## config.mk

```make
export PLATFORM = sky130hd
export DESIGN_NAME = bus_mem_io
export DESIGN_NICKNAME = d
export VERILOG_FILES = /design/src/rtl/bus_mem_io_pkg.sv /design/src/rtl/bus_mem_io_fifo.sv /design/src/rtl/bus_mem_io.sv
export SDC_FILE = /design/constraint.sdc
export NUM_CORES = 2
export LEC_CHECK = 0
export CORE_UTILIZATION = 40
export DETAILED_ROUTE_END_ITERATION = 7
export GPL_ROUTABILITY_DRIVEN = 0
export PLACE_DENSITY = 0.58
export SLEW_MARGIN = 25
export SYNTH_ARGS = -nofsm -noshare
export SYNTH_HDL_FRONTEND = slang
export SYNTH_SLANG_ARGS = --single-unit
```

## constraint.sdc

```tcl
create_clock -name r_clk -period 5.9 [get_ports r_clk]
set_input_delay 1.18 -clock r_clk [delete_from_list [all_inputs] [get_ports r_clk]]
set_output_delay 1.18 -clock r_clk [all_outputs]
set_load 0.02 [all_outputs]
```

## src/rtl/bus_mem_io_pkg.sv

```systemverilog
// Shared constants for the bus_mem_io page-1 slave: I/O register offsets,
// STATUS bit positions and the address-region decode.
package bus_mem_io_pkg;

    localparam logic [7:0] ADDR_TXDATA = 8'hF0;
    localparam logic [7:0] ADDR_STATUS = 8'hF1;
    localparam logic [7:0] ADDR_TMR_LO = 8'hF2;
    localparam logic [7:0] ADDR_TMR_HI = 8'hF3;

    // STATUS = {ovf, empty, full, 1'b0, count[3:0]}
    localparam int STS_OVF   = 7;
    localparam int STS_EMPTY = 6;
    localparam int STS_FULL  = 5;

    typedef enum logic [1:0] {
        REG_ROM,
        REG_RAM,
        REG_IO
    } region_e;

    function automatic region_e decode_region(input logic [8:0] ab, input logic [3:0] io_page);
        if (!ab[8]) return REG_ROM;
        if (ab[7:4] == io_page) return REG_IO;
        return REG_RAM;
    endfunction

endpackage

```

## src/rtl/bus_mem_io_fifo.sv

```systemverilog
// Synchronous circular-buffer FIFO; a push into a full FIFO is accepted only
// when a pop happens on the same edge, otherwise it is reported on drop.
module bus_mem_io_fifo #(
    parameter int  DEPTH = 8,
    parameter int  WIDTH = 8,
    localparam int PW    = (DEPTH > 1) ? $clog2(DEPTH) : 1,
    localparam int CW    = $clog2(DEPTH + 1)
) (
    input  logic             r_clk,
    input  logic             reset,
    input  logic             push,
    input  logic             pop,
    input  logic [WIDTH-1:0] din,
    output logic [WIDTH-1:0] dout,
    output logic             full,
    output logic             empty,
    output logic [CW-1:0]    count,
    output logic             drop
);

    logic [WIDTH-1:0] mem [DEPTH];
    logic [PW-1:0]    wr_ptr_q, wr_ptr_d;
    logic [PW-1:0]    rd_ptr_q, rd_ptr_d;
    logic [CW-1:0]    count_q, count_d;
    logic             do_push, do_pop;

    assign full    = (count_q == CW'(DEPTH));
    assign empty   = (count_q == '0);
    assign count   = count_q;
    assign do_pop  = pop && !empty;
    assign do_push = push && (!full || do_pop);
    assign drop    = push && !do_push;
    assign dout    = empty ? '0 : mem[rd_ptr_q];

    // NOTE: every always_comb output gets a default first so no path infers a latch.
    always_comb begin
        wr_ptr_d = wr_ptr_q;
        rd_ptr_d = rd_ptr_q;
        count_d  = count_q;
        if (do_push) wr_ptr_d = wr_ptr_q + PW'(1);
        if (do_pop)  rd_ptr_d = rd_ptr_q + PW'(1);
        if (do_push && !do_pop)      count_d = count_q + CW'(1);
        else if (do_pop && !do_push) count_d = count_q - CW'(1);
    end

    // NOTE: sequential state uses non-blocking assignments so all flops update together.
    always_ff @(posedge r_clk or posedge reset) begin
        if (reset) begin
            wr_ptr_q <= '0;
            rd_ptr_q <= '0;
            count_q  <= '0;
        end else begin
            wr_ptr_q <= wr_ptr_d;
            rd_ptr_q <= rd_ptr_d;
            count_q  <= count_d;
        end
    end

    // NOTE: storage is deliberately not reset; count and pointers qualify its contents.
    always_ff @(posedge r_clk) begin
        if (do_push) mem[wr_ptr_q] <= din;
    end

endmodule

```

## src/rtl/bus_mem_io.sv

```systemverilog
// Core-bus memory/IO slave: ROM pass-through, page-1 stack RAM and an I/O window
// with TX FIFO + STATUS. Define BUS_MEM_IO_TIMER_EN to add the snapshot timer at 0x1F2/0x1F3.
module bus_mem_io
    import bus_mem_io_pkg::*;
#(
    parameter int         FIFO_DEPTH = 8,
    parameter logic [3:0] IO_PAGE    = 4'hF
) (
    input  logic       r_clk,
    input  logic       reset,
    input  logic [8:0] ab,
    input  logic [7:0] wdata,
    input  logic       we,
    output logic [7:0] rdata,
    output logic [7:0] rom_addr,
    input  logic [7:0] rom_data,
    output logic [7:0] tx_data,
    output logic       tx_valid,
    input  logic       tx_ready
);

    localparam int CW = $clog2(FIFO_DEPTH + 1);

    region_e       region;
    logic          io_wr;
    logic          wr_ram, wr_tx, wr_status;
    logic [7:0]    ram_mem [256];
    logic [7:0]    status;
    logic [7:0]    tmr_lo, tmr_hi;
    logic          ovf_q, ovf_d;
    logic          fifo_full, fifo_empty, fifo_drop;
    logic [CW-1:0] fifo_count;
    logic [4:0]    count_ext;

    assign region    = decode_region(ab, IO_PAGE);
    assign rom_addr  = ab[7:0];
    assign io_wr     = we && (region == REG_IO);
    assign wr_ram    = we && (region == REG_RAM);
    assign wr_tx     = io_wr && (ab[3:0] == ADDR_TXDATA[3:0]);
    assign wr_status = io_wr && (ab[3:0] == ADDR_STATUS[3:0]);
    assign tx_valid  = !fifo_empty;
    assign count_ext = 5'(fifo_count);

    bus_mem_io_fifo #(
        .DEPTH (FIFO_DEPTH),
        .WIDTH (8)
    ) u_tx_fifo (
        .r_clk (r_clk),
        .reset (reset),
        .push  (wr_tx),
        .pop   (tx_ready),
        .din   (wdata),
        .dout  (tx_data),
        .full  (fifo_full),
        .empty (fifo_empty),
        .count (fifo_count),
        .drop  (fifo_drop)
    );

    always_ff @(posedge r_clk) begin
        if (wr_ram) ram_mem[ab[7:0]] <= wdata;
    end

    // Drop and clear can never coincide: they need different addresses on one bus cycle.
    always_comb begin
        ovf_d = ovf_q;
        if (fifo_drop) ovf_d = 1'b1;
        if (wr_status) ovf_d = 1'b0;
    end

    always_ff @(posedge r_clk or posedge reset) begin
        if (reset) ovf_q <= 1'b0;
        else       ovf_q <= ovf_d;
    end

`ifdef BUS_MEM_IO_TIMER_EN
    logic        wr_tmr;
    logic [15:0] tmr_q, tmr_d;
    logic [15:0] tmr_latch_q, tmr_latch_d;

    assign wr_tmr = io_wr && (ab[3:0] == ADDR_TMR_LO[3:0]);

    always_comb begin
        tmr_d       = tmr_q + 16'd1;
        tmr_latch_d = wr_tmr ? tmr_q : tmr_latch_q;
    end

    always_ff @(posedge r_clk or posedge reset) begin
        if (reset) begin
            tmr_q       <= '0;
            tmr_latch_q <= '0;
        end else begin
            tmr_q       <= tmr_d;
            tmr_latch_q <= tmr_latch_d;
        end
    end

    assign tmr_lo = tmr_latch_q[7:0];
    assign tmr_hi = tmr_latch_q[15:8];
`else
    assign tmr_lo = 8'h00;
    assign tmr_hi = 8'h00;
`endif

    always_comb begin
        status            = '0;
        status[STS_OVF]   = ovf_q;
        status[STS_EMPTY] = fifo_empty;
        status[STS_FULL]  = fifo_full;
        status[3:0]       = count_ext[3:0];
    end

    always_comb begin
        rdata = 8'h00;
        case (region)
            REG_ROM: rdata = rom_data;
            REG_RAM: rdata = ram_mem[ab[7:0]];
            REG_IO: begin
                case (ab[3:0])
                    ADDR_STATUS[3:0]: rdata = status;
                    ADDR_TMR_LO[3:0]: rdata = tmr_lo;
                    ADDR_TMR_HI[3:0]: rdata = tmr_hi;
                    default:          rdata = 8'h00;
                endcase
            end
            default: rdata = 8'h00;
        endcase
    end

endmodule

```

### After elaboration in Yosys (flattened, before gate mapping)

Memory sizes are Yosys's and may differ from the RTL's.
Index checks and enable logic that the tools add are counted.

* reduce and logical (&&, ||, !) cells: 19
* equality and inequality tests: 5
* mux-type cells: 17
* add/sub/neg operators: 4

Operators with widths (number)
* 8-bit case mux with 3 select lines: 1
* 8-bit two-way mux: 2
* 1-bit logical AND: 9
* 4-bit == test (second input constant): 2
* 4-bit logical NOT: 2
* 1-bit two-way mux: 8
* 2-bit two-way mux: 4
* 4-bit two-way mux: 2
* 3-bit by 1-bit adder with 3-bit output (second input constant): 2
* 4-bit by 1-bit adder with 4-bit output (second input constant): 1
* 4-bit by 1-bit == test with 1-bit output (second input constant): 1
* 1-bit logical NOT: 4
* 2-bit nonzero test: 2
* 4-bit by 1-bit subtractor with 4-bit output (second input constant): 1
* 2-bit by 1-bit == test with 1-bit output (second input constant): 1
* 2-bit == test (second input constant): 1
* 2-bit logical NOT: 1
* 1-bit logical OR: 1

* output and inout bits: 25
* word-level logic and storage cells: 51
* memories: 2
* bits in registers: 11
* bits in writable memories: 2112

Memories
* ram_mem: words 256, bits a word 8, rd ports 1, clocked after memory_dff 0, wr ports 1, RTL line bus_mem_io.sv:27 `logic [7:0] ram_mem [256];`
* u_tx_fifo.mem: words 8, bits a word 8, rd ports 1, clocked after memory_dff 0, wr ports 1, RTL line bus_mem_io_fifo.sv:21 `logic [WIDTH-1:0] mem [DEPTH];`

### Depth between registers and ports, before layout

* depth after elaboration: 13
* mapped depth: 15
* mapped depth without buffers: 12

### Hierarchy

A second synthesis with hierarchy kept.

* cell total of the unflattened synthesis: 4203
* area total of the unflattened synthesis: 82923.3 um^2

By module, submodules not included
* bus_mem_io: cells an instance 4043, instances 1, area each 79865.3 um^2
* bus_mem_io_fifo: cells an instance 160, instances 1, area each 3057.9 um^2

### Worst setup path after synthesis

No wires, ideal clock.

* kind: input port to output port
* start: input ab[1]
* end: output rdata[0]
* arrival time: 3.303 ns
* path buffers: 5
* setup slack: 1.417 ns
* stages: 10
* data required time: 4.720 ns
* cell sequence: buf_2 buf_2 buf_4 clkbuf_1 buf_2 mux4_2 a22oi_1 nand3_1 o41ai_1 nand3_1

* word-level cells in the longest chain between the ends: 3
* elaborated cells on any way between the ends: 4

Ends and longest elaborated chain
* from (decl): RTL line bus_mem_io.sv:11 `input logic [8:0] ab,`
* parallel branches: the longest is 2 deep, another holds memory read 256 x 8 bit
* 8-bit case mux with 3 select lines (*): RTL line bus_mem_io.sv:115 `case (region)`
* to (decl): RTL line bus_mem_io.sv:14 `output logic [7:0] rdata,`

Every way passes the cells marked *.

### Worst setup path in the final report

* start: input ab[3]
* end: output rdata[5]

Same word-level chain as after synthesis.

==> summary.md <==
| Metric | Value |
|---|---|
| Max-cap viol count | 0 |
| Post-synthesis instance total | 3,803 |
| Fmax | 0.1704 GHz |
| Final setup violation count | 0 |
| # hold bufs at CTS | 0 |
| Critical path type | input port to output pin |
| CTS tree | built |
| Peak VDD IR | 267.8 uV |
| Clock root cell | clkbuf_16 |
| Slew Limit Headroom | 29.15% |
| H-tree depth | 4 |
| Largest area contributor in the netlist | edfxtp_1 |
| Finished Layout Cells | 6,807 |
| Via/cell ratio | 5.761 |
| Num CTS Buffers | 193 |
| XOR/XNOR share of the synthesized area | 0.09020% |
| Die height | 442.7 um |
| Initial Utilization | 40.29% |
| GRT Total Usage | 20.67% |
| Arr. time, crit path | 4690 ps |
| Total grt overflow | 0 |
| Final hold violations | 0 |
| Final min period | 5869 ps |
| Element type at the critical path end | output pin |
| P_int | 23.10 mW |
| Leakage | 28.44 nW |
| Most instantiated library cell after synthesis | edfxtp_1 |
| Post-synth EDFFs | 1,984 |
| Post-Syn Area | 0.07768 mm^2 |
| Critical Path RT | 4720 ps |
| Worst-margin pin slew | 1063 ps |
| Core Region | 0.1928 mm^2 |
| WL final | 204.4 mm |
| #FFs+latches synth | 1,995 |
| Clock Sinks | 1,995 |
| Crit-path max FO | 13 |
| Total Die Area | 0.1960 mm^2 |
| Layout Utilization | 46.22% |
| Placed Instances | 6,456 |
| Period utilization | 99.47% |
| First-pass GRT wire length | 291.8 mm |
| Largest net degree at the start of global routing | 145 |
| Final Hold Slack | 505.3 ps |
| Kind of start point of the critical path | input port |
| Cell Pwr Density | 332.7 mW/mm^2 |
| Clk pin slew, worst setup/hold paths | 60 ps |
| Worst Slack Setup Final | 31.45 ps |
| Main combinational cell family by area after synthesis | multiplexers |
| P&R area growth vs syn | 14.71% |
| Vias in the first global route | 39,160 |
| Unique masters post-synth | 68 |
| Register area share after synthesis | 77.05% |
| Combinational Power Share | 6.6% |
| Clk buf depth | 3 |
| Status | completed |
| Clk_lat worst skew | 820 ps |
| DRC viols | 0 |
| Sw Share | 22.07% |
| Simple logic cell fraction of the synthesized area | 2.759% |
| Post-synth top area share | 76.70% |
| Worst Clk Skew | 7.258 ps |
| Port bufs | 53 |
| Worst hold path type | register to register |
| Mux share of post-synthesis cell area | 14.54% |
| Syn. warnings | 0 |
| Power Total | 29.64 mW |
| Post-CTS Setup Bufs | 0 |
| Die width | 442.7 um |
| Max-slew violations | 0 |
| Reg power frac | 53.1% |
| Pre-Repair DR Iteration Count | 7 |
| # rows | 161 |
| Average size of a mapped cell | 20.42 um^2 |
| Initial antenna violation count | 5 |
| Synth Flop Type | edfxtp_1 |
| HPWL Detailed | 128.2 mm |
| Nets@finish | 4,162 |
| Synth top area cells | edfxtp_1, mux4_2, mux2i_1, nor2_1, a22oi_1 |
| Fraction of registers with async set/reset | 0.5514% |
| Iter 0 DRT Violations | 4,376 |
| Pre-CTS setup slack | -843.3 ps |
| DR WL/cell | 30.03 um |
| Via count | 39,210 |
| Compound-Gate Fraction of Synth Area | 3.603% |
| Adder-Cell Fraction of Synth Area | 0.1063% |
| ANT nets after route | 0 |
| P_sw | 6.541 mW |
| Mapped Nets | 3,838 |
| Layout cell share with drive strength beyond 1 | 22.95% |
| Top Ports | 54 |
| Post-synth top cells | edfxtp_1, mux4_2, mux2i_1 |
| Clk pwr share | 40.3% |
## critical path: stages
cell and delay [ps]:
buf_2 310, buf_4 230, clkinv_1 350, nor3_2 320, buf_4 330, a22oi_1 210, nand3_1 270, nor4_1 130
o311a_1 380, o22ai_1 170, buf_4 170, clkdlybuf4s50_1 600
## layer usage
| metal | wire length (um) | global-route usage [%] |
|---|---|---|
| met1 | 87440 | 29.46 |
| met2 | 96670 | 32.50 |
| met3 | 14480 | 3.567 |
| met4 | 5789 | 6.322 |
| met5 | 13 | 0 |
## through the flow
step / setup TNS [ps] / cell area (um^2)
6_report: 0 / 89100
5_1_grt: -7.073 / 89100
4_1_cts: 0 / 89040
3_5_place_dp: -2903 / 82910
3_3_place_gp: -2728 / 82910
2_1_floorplan: 0 / 77680
## power groups by stage
stage	clock network, mW	registers, mW	logic (mW)
after CTS	12.1	15.8	1.97
after global routing	12.6	15.8	2.05
after detailed placement	0	16.1	1.96
after global placement	0	16.1	1.94
after floorplan	0	16.0	1.06
final	11.9	15.8	1.95
## state kept, by name, indices dropped and copies added, names as in the netlist
signal and count:
ram_mem 1920, u_tx_fifo.mem 64, u_tx_fifo.count 4, u_tx_fifo.rd_ptr_q 3, u_tx_fifo.wr_ptr_q 3, ovf_q 1
## cell families after synthesis
| kind of cell | Yosys count |
|---|---|
| compound gates | 401 |
| xor+xnor | 8 |
| fa+ha+maj | 6 |
| buf+inv | 238 |
| flops | 1995 |
| mux | 678 |
| simple gates | 477 |
## cell usage in the layout (no fill, tap or decap), drive strengths merged, types with 6 or more instances in the layout
cell type,count
inv,14
bufinv,13
nor4,11
o41ai,11
clkdlybuf4s50,34
and3,9
mux4,359
a21oi,36
clkinv,83
nand2,53
o21ai,59
clkbuf,247
a31oi,10
a41oi,6
o22ai,87
nand3,37
nor3,10
xnor2,6
a221oi,50
nand2b,9
nor2,288
o21a,10
dfrtp,11
buf,313
nor2b,20
mux2,11
mux2i,308
nand4,10
or4,6
edfxtp,1984
a22oi,83
## final timing paths
kind,startpoint,endpoint,slack [ps],cells after the start
worst max-delay path,ab[3],rdata[5],30,12
worst min-delay path,u_tx_fifo.wr_ptr_q[0],u_tx_fifo.wr_ptr_q[0],510,1
worst max register to register,u_tx_fifo.count[0],u_tx_fifo.count[3],2580,12
worst min register to register,u_tx_fifo.wr_ptr_q[0],u_tx_fifo.wr_ptr_q[0],510,1
max in group asynchronous,reset,u_tx_fifo.rd_ptr_q[0],4590,2
min in group asynchronous,reset,ovf_q,840,2
## final cells by class
class | count | area (um^2)
clock buffer | 240 | 5121
tap | 2526 | 3161
fill | 15970 | 103700
antenna | 3 | 7.507
timing repair buffer | 359 | 3470
sequential | 1995 | 59850
clock inverter | 106 | 893.4
inverter | 8 | 30.03
multi-input combinational | 1570 | 16570
## what timing repair did
item | CTS | global route
setup endpoints to repair | 7 | 4
resized for setup | 19 | 4
pin swaps | 6 | 0
Note: power is estimated with default switching activity, not from simulation.
